`src/rtl/stall_pipe_chain.sv`:
```
// rtl/stall_pipe_chain.sv - parametrised valid/ready_go/allow_in pipeline chain with flush and commit port
// Stage k holds one DW-bit item; external combinational logic feeds stage_din and reads stage_dout.
module stall_pipe_chain #(
  parameter int              STAGES     = 3,
  parameter int              DW         = 64,
  parameter int              CW         = 64,
  parameter logic [CW-1:0]   COMMIT_RST = CW'(64'h80000000),
  parameter int              RGW        = 32,
  localparam int             OW         = $clog2(STAGES+1)
) (
  input  logic                 clk,
  input  logic                 rst,
  input  logic                 validin,
  output logic                 in_ready,
  input  logic [STAGES*DW-1:0] stage_din,
  input  logic [STAGES-1:0]    ready_go,
  input  logic [STAGES-1:0]    flush,
  input  logic                 out_allow,
  output logic [STAGES*DW-1:0] stage_dout,
  output logic [STAGES-1:0]    stage_valid,
  output logic [STAGES-1:0]    stage_load,
  output logic                 validout,
  output logic [OW-1:0]        occupancy,
  output logic                 commit_valid,
  output logic [CW-1:0]        commit_data,
  output logic [RGW-1:0]       retire_count
);

  logic [STAGES-1:0] r_valid;
  logic [DW-1:0]     r_data [STAGES];
  logic              r_commit_valid;
  logic [CW-1:0]     r_commit_data;
  logic [RGW-1:0]    r_retire_count;

  logic [STAGES-1:0] w_allow;
  logic [STAGES-1:0] w_to_next;
  logic [STAGES-1:0] w_up_v;
  logic [STAGES-1:0] w_load;
  logic              w_down;
  logic              w_retire;
  logic [OW-1:0]     w_occ;

  assign w_to_next = r_valid & ready_go & ~flush;

  // allow_in ripples from the sink back to stage 0; w_down carries allow_in[k+1]
  always_comb begin
    w_allow = '0;
    w_down  = out_allow;
    for (int k = STAGES-1; k >= 0; k--) begin
      w_allow[k] = !flush[k] && (!r_valid[k] || (ready_go[k] && w_down));
      w_down     = w_allow[k];
    end
  end

  always_comb begin
    w_up_v    = '0;
    w_up_v[0] = validin;
    for (int k = 1; k < STAGES; k++) begin
      w_up_v[k] = w_to_next[k-1];
    end
  end

  assign w_load   = w_up_v & w_allow;
  assign w_retire = w_to_next[STAGES-1] && out_allow;

  always_ff @(posedge clk or posedge rst) begin
    if (rst) begin
      r_valid <= '0;
      for (int k = 0; k < STAGES; k++) begin
        r_data[k] <= '0;
      end
    end else begin
      for (int k = 0; k < STAGES; k++) begin
        if (flush[k]) begin
          r_valid[k] <= 1'b0;
        end else if (w_allow[k]) begin
          r_valid[k] <= w_up_v[k];
        end
        if (w_load[k]) begin
          r_data[k] <= stage_din[k*DW +: DW];
        end
      end
    end
  end

  always_ff @(posedge clk or posedge rst) begin
    if (rst) begin
      r_commit_valid <= 1'b0;
      r_commit_data  <= COMMIT_RST;
      r_retire_count <= '0;
    end else begin
      r_commit_valid <= w_retire;
      if (w_retire) begin
        r_commit_data  <= r_data[STAGES-1][CW-1:0];
        r_retire_count <= r_retire_count + RGW'(1);
      end
    end
  end

  always_comb begin
    w_occ = '0;
    for (int k = 0; k < STAGES; k++) begin
      w_occ = w_occ + OW'(r_valid[k]);
    end
  end

  always_comb begin
    stage_dout = '0;
    for (int k = 0; k < STAGES; k++) begin
      stage_dout[k*DW +: DW] = r_data[k];
    end
  end

  assign in_ready     = w_allow[0];
  assign stage_valid  = r_valid;
  assign stage_load   = w_load;
  assign validout     = w_to_next[STAGES-1];
  assign occupancy    = w_occ;
  assign commit_valid = r_commit_valid;
  assign commit_data  = r_commit_data;
  assign retire_count = r_retire_count;

endmodule

```
`config.mk`:
```
export PLATFORM = sky130hd
export DESIGN_NAME = stall_pipe_chain
export DESIGN_NICKNAME = d
export VERILOG_FILES = /design/src/rtl/stall_pipe_chain.sv
export SDC_FILE = /design/constraint.sdc
export NUM_CORES = 1
export LEC_CHECK = 0
export CELL_PAD_IN_SITES_DETAIL_PLACEMENT = 0
export CELL_PAD_IN_SITES_GLOBAL_PLACEMENT = 1
export CORE_AREA = 4 4 195 197
export DETAILED_ROUTE_END_ITERATION = 8
export DIE_AREA = 0 0 199 201
export PLACE_DENSITY_LB_ADDON = 0.1
export SYNTH_ARGS = -nofsm -noshare
export SYNTH_HDL_FRONTEND = slang
export SYNTH_SLANG_ARGS = --single-unit
```
`constraint.sdc`:
```
create_clock -name clk -period 24.2 [get_ports clk]
set_input_delay 4.84 -clock clk [delete_from_list [all_inputs] [get_ports clk]]
set_output_delay 4.84 -clock clk [all_outputs]
set_load 0.03 [all_outputs]
```
==> metrics, run 1 <==
CTS max path bufs 3; sequential fraction of the synthesis area between 60% and 70%; r2r endpoint stage_dout[90]; Final nets 1538; routed vias/inst 4.44; CTS Buf Count 36; maximum vdd drop 0.0000456 V; Unique masters post-synth 31; Die Width 199 um; register area 7310 um^2; cells along the critical path clkdlybuf4s50_1, nand2_1, a211o_1, a211o_1, a21oi_4, buf_4, clkdlybuf4s50_1; MaxCap Viol Count 0; reg2reg setup slack 21.30 ns; number of buffers added on ports 500; syn avg cell area 13.6 um^2; root buffer cell clkbuf_16; Critical Path RT around 19 ns; Final setup viols 0; share of cells above drive strength 1 19.3%; final setup TNS 0 ns; power per cell area 86.3 nW/um^2; Vias just over 8000; crit end category output pin; post-route cell area approximately 18000 um^2; Synth top area share about 65%; Hold Crit Depth 2; routability cong. slightly below 0.8; cells after synthesis between 800 and 900; row cnt 70; hold path start commit_data[31]; Hold Path End commit_data[31]; CTS H-Tree Depth 2; critical path arrival ~8.0 ns; final slew viol count 0; most frequent cells in the layout 500 x clkdlybuf4s50_1, 291 x dfrtp_1, 211 x nand2_1; final cycle utilization of the critical path 53.0%; clock sinks between 200 and 300; Critical path buffers and inverters 3; largest net degree at the start of global routing between 100 and 150; Post-Synthesis Net Count 1027; number of setup buffers added after CTS 0; post-synthesis async set-or-reset flop share 100%; fillers between 3000 and 4000; IO Pins 501; first-pass GRT wire length 55800 um; Initial Util 30.9%; antenna violations before repair 4; max incr delay on CP approximately 0.82 ns; Yosys warning total 0; Max-Slew Margin vs Limit 37.6%; reg2reg start stage_valid[2]; Core ar. 36300 um^2; worst skew pair latency 0.52 ns; crit-path leading delay family buffers and inverters; Leak Pwr 8.12 nW; critical setup path kind input pin to output pin; most common cell after layout, fill and taps aside clkdlybuf4s50_1; wire per inst approximately 20 um; Slew @ Worst Pin 0.936 ns; RSZ-0062 raised after global routing false; type of the most critical hold path flop to flop; DR DRC count 0; Synth Flop Type dfrtp_1; Fmax achieved 78.0 MHz; placed wire-length estimate 27300 um; clock-pin slew on the worst setup and hold paths 0.06 ns; Slowest-stage cell, CP clkdlybuf4s50_1; WL final roughly 37000 um; hold violation count in the final report 0; Initial DRC Count roughly 260; Post-synth EDFFs 0; Final min period approximately 13 ns; Die ar. 40000 um^2; CTS tree built; vias in the first global route 8625; Synth Register Bits approximately 290; global-route usage over all layers a little under a fifth; largest fanout on the critical path 65; status completed; first-pass detailed-route iteration total 4; R2R depth 5; Post-CTS Resized 0; area of the multi-input gates 3730 um^2; skew final between 0.015 and 0.02 ns; Placed Area 16700 um^2; Die H 201 um; Area Growth Syn to Fin 59.9%; biggest area consumer among synthesized cells dfrtp_1; top cells by area, synth dfrtp_1 65%, mux2_2 15%, nand2_1 7.1%; Startpoint Class input pin; cts-stage hold buffer count 0; mapped cell area ~11000 um^2; GRT overflow 0; antenna-violating nets left 0
## state kept, by name, indices dropped and copies added (netlist names)
register and flops:
commit_data 64, commit_valid 1, retire_count 32, stage_dout 192, stage_valid 3
## cell usage after synthesis, types with 2 or more instances
library cell    n
a211o_1         2
xnor2_1        26
nor3_1          4
mux2_2        154
buf_2           7
xor2_1          5
mux2_4         38
nand2b_1        3
nand3_1         9
a21oi_1         3
and3_1          4
buf_1           3
dfrtp_1       291
and4_1          3
nand4_1         9
buf_6           4
nand2_1       211
or2_2           2
nor2_1          9
inv_1           6
clkbuf_1       20
## routing by layer
layer	vias up	share of wire, %	wire length (um)	global-route usage [%]
li1	3791	-	-	-
met4	2	3.3	1240	6.38
met5	-	0.035	13	0
met3	70	9.9	3720	7.62
met1	3947	38	14400	20.7
met2	322	48	18100	30.4
## logic make-up after synthesis
logic type      Yosys count  share of synthesized area (%)
fa+ha+maj                 2                          0.290
flops                   292                           65.1
xor+xnor                 31                           2.42
simple gates            258                           9.46
buf+inv                  42                           1.78
mux                     192                           20.5
compound gates            6                          0.368
## tightest hold or removal path, stage by stage (launching register included)
cell and delay, ns:
dfstp_2 0.36, nand2_1 0.05, nand2_1 0.05
## worst max path at each step
stage / from / endpoint / depth (start not counted)
after global placement: out_allow / stage_load[0] / 7
after floorplan: rst / commit_data[0] / 1
after global routing: out_allow / stage_load[0] / 7
after CTS: out_allow / stage_load[0] / 7
final: out_allow / stage_load[0] / 7
after detailed placement: out_allow / stage_load[0] / 7
## report_power, final
group	internal, W	leakage, nW	total (W)	switching (W)
logic	0.000197	3.75	0.000409	0.000213
registers	0.000555	3.77	0.000594	0.0000391
clock network	0.000341	0.596	0.000545	0.000204
total	0.00109	8.12	0.00155	0.000456
## through the flow
step                worst slack [ns]  util [%]  cells  power [W]  hold WS, ns
finish                         11.39      49.5   1831    0.00155        0.463
global route                   11.18      49.5   1831    0.00162        0.492
CTS                            11.31      49.5   1828    0.00157        0.467
detailed placement             11.31      46.1   1764    0.00102        0.455
global placement               11.33      46.1   1764    0.00101        0.451
floorplan                      11.30         -    823   0.000812        0.519
## cell type report
| class | instances | area share, % |
|---|---|---|
| Clock buffer | 56 | 6.06 |
| Multi-Input combinational cell | 489 | 20.8 |
| Clock inverter | 8 | 0.683 |
| Timing Repair Buffer | 508 | 28.2 |
| Inverter | 7 | 0.188 |
| Sequential cell | 292 | 40.7 |
| Antenna cell | 3 | 0.0418 |
| Tap cell | 468 | 3.26 |
(Power assumes the default switching activity.)
==> inputs of run 2 (changes only) <==
--- a/config.mk
+++ b/config.mk
@@ -7,9 +7,10 @@
 export LEC_CHECK = 0
 export CELL_PAD_IN_SITES_DETAIL_PLACEMENT = 0
 export CELL_PAD_IN_SITES_GLOBAL_PLACEMENT = 1
-export CORE_AREA = 4 4 195 197
+export CORE_ASPECT_RATIO = 1.2
+export CORE_MARGIN = 4
+export CORE_UTILIZATION = 32
 export DETAILED_ROUTE_END_ITERATION = 8
-export DIE_AREA = 0 0 199 201
 export PLACE_DENSITY_LB_ADDON = 0.1
 export SYNTH_ARGS = -nofsm -noshare
 export SYNTH_HDL_FRONTEND = slang
==> constraint.sdc (replaced) <==
create_clock -name clk -period 12.4 [get_ports clk]
set_input_delay 2.48 -clock clk [delete_from_list [all_inputs] [get_ports clk]]
set_output_delay 2.48 -clock clk [all_outputs]
set_load 0.03 [all_outputs]
==> run 2 against run 1 <==
Net effect: largest cell class unchanged; final area down 1.5%; flip-flop and latch count unchanged; wire length down 2.3%; first-iteration DRC count up 18%; combinational power up 96%; count of clock-buffer cells in the layout down 15.
==> metrics, run 2 (synthesis gave the netlist of run 1 again) <==
status completed; Area Growth Syn to Fin 57.5%; DR DRC count 0; row cnt 74; Initial DRC Count between 300 and 400; final design utilization 51.5%; Core ar. 34400 um^2; routability cong. 0.761; crit-path leading delay family buffers and inverters; Max-Slew Margin vs Limit 23.2%; P_int 0.00197 W; global-route usage over all layers 18.3%; Die ar. 38100 um^2; final setup TNS 0 ns; antenna violations before repair 6; largest net degree at the start of global routing 147; Die Width 179 um; number of buffers added on ports 500; WP depth 6; cts-stage hold buffer count 0; Final nets 1532; CTS Buf Count 31; MaxCap Viol Count 0; hold violation count in the final report 0; Slew @ Worst Pin 1.15 ns; Net Sw Power 0.000876 W; Fin Hold WS 0.468 ns; wire per inst 20.2 um; R2R depth 5; Critical path buffers and inverters 3; fillers 3042; Slowest-stage cell, CP clkdlybuf4s50_1; Final min period 7.53 ns; maximum vdd drop approximately 0.00011 V; reg2reg start stage_valid[2]; Hold Path End commit_data[31]; Post-CTS Resized 0; Initial Util 32.7%; first-pass GRT wire length 53700 um; largest fanout on the critical path 66; Fmax achieved 133 MHz; routed vias/inst around 4.5; Critical Path RT 9.92 ns; CTS H-Tree Depth 1; root buffer cell clkbuf_16; Hold Crit Depth 2; critical setup path kind input pin to output pin; CTS max path bufs 3; cells along the critical path clkdlybuf4s50_1, nand2_1, a211o_1, nor2_4, buf_4, clkdlybuf4s50_1; final cycle utilization of the critical path 60.7%; clock group share of total power 31.2%; max reg flops approximately 190; most frequent cells in the layout 500 x clkdlybuf4s50_1, 291 x dfrtp_1, 211 x nand2_1; skew final around 0.014 ns; Comb power frac approximately 28%; Vias 8166; Leak Pwr 8.01 nW; WL final 36600 um; worst skew pair latency 0.57 ns; CTS tree built; IO Pins 501; type of the most critical hold path flop to flop; most common cell after layout, fill and taps aside clkdlybuf4s50_1; critical path arrival 5.05 ns; Inst Count DP 1751; Die H roughly 210 um; vias in the first global route 8539; first-pass detailed-route iteration total 4; antenna-violating nets left 0; GRT overflow 0; r2r endpoint stage_dout[108]; Startpoint Class input pin; reg2reg setup slack approximately 9.7 ns; Final setup viols 0; final slew viol count 0; hold path start commit_data[31]; max incr delay on CP between 0.8 and 0.9 ns; clock sinks 292; crit end category output pin; clock-pin slew on the worst setup and hold paths 0.06 ns; Most common cell on crit path clkdlybuf4s50_1; number of setup buffers added after CTS 0; share of cells above drive strength 1 19.3%; power per cell area 161 nW/um^2; RSZ-0062 raised after global routing false; Sw Share 30.8%; Cell Count, Final, Fillers Out about 1800; placed wire-length estimate ~26000 um; Seq pwr share roughly two fifths
run 2: cell count changes in the layout (fill, tap and decap cells not counted), sizes merged:
cell	previous run	this run
clkinv	3	12
buf	8	7
clkinvlp	0	1
inv	9	8
bufinv	3	0
diode	3	1
clkbuf	56	41
run 2: how the worst max path moves through the flow:
stage / from / endpoint / slack (ns)
2_1_floorplan: rst / commit_data[0] / 1.86
3_3_place_gp: out_allow / stage_load[2] / 4.81
3_5_place_dp: out_allow / stage_load[2] / 4.80
4_1_cts: out_allow / stage_load[2] / 4.80
5_1_grt: out_allow / stage_load[2] / 4.71
6_report: out_allow / stage_load[2] / 4.87
run 2: worst min-delay path: cells and delay by family, from the launching register on:
family        cells  cell delay, ns
simple gates      2            0.10
flops             1            0.37
run 2: power groups by stage:
stage               combinational (W)  sequential [W]  clock, W
CTS                          0.000815         0.00116  0.000921
floorplan                    0.000158         0.00143         0
global placement             0.000811         0.00117         0
global route                 0.000842         0.00117  0.000965
detailed placement           0.000811         0.00117         0
finish                       0.000803         0.00115  0.000886
run 2: final cells by class:
class / count / area [um^2] / share of cell area (%)
Antenna cell: 1 / 2.50 / 0.0142
Timing Repair Buffer: 507 / 5060 / 28.6
Tap cell: 456 / 571 / 3.23
Clock buffer: 41 / 893 / 5.05
Sequential cell: 292 / 7310 / 41.3
Multi-Input combinational cell: 489 / 3730 / 21.1
Inverter: 7 / 33.8 / 0.191
Clock inverter: 14 / 76.3 / 0.432
run 2: metal layers:
layer  GRT usage [%]  vias up  routed length (um)
li1                -     3775                   -
met5               0        -                  58
met3            8.66       46                4600
met2            32.1      339               18500
met4            4.37       10                 589
met1            20.1     3996               12900
run 2: metrics by stage:
stage	setup WS, ns	instance area, um^2	power (W)
2_1_floorplan	1.86	11200	0.00159
3_3_place_gp	4.81	16700	0.00198
3_5_place_dp	4.80	16700	0.00198
4_1_cts	4.80	17700	0.00289
5_1_grt	4.71	17700	0.00298
6_report	4.87	17700	0.00284
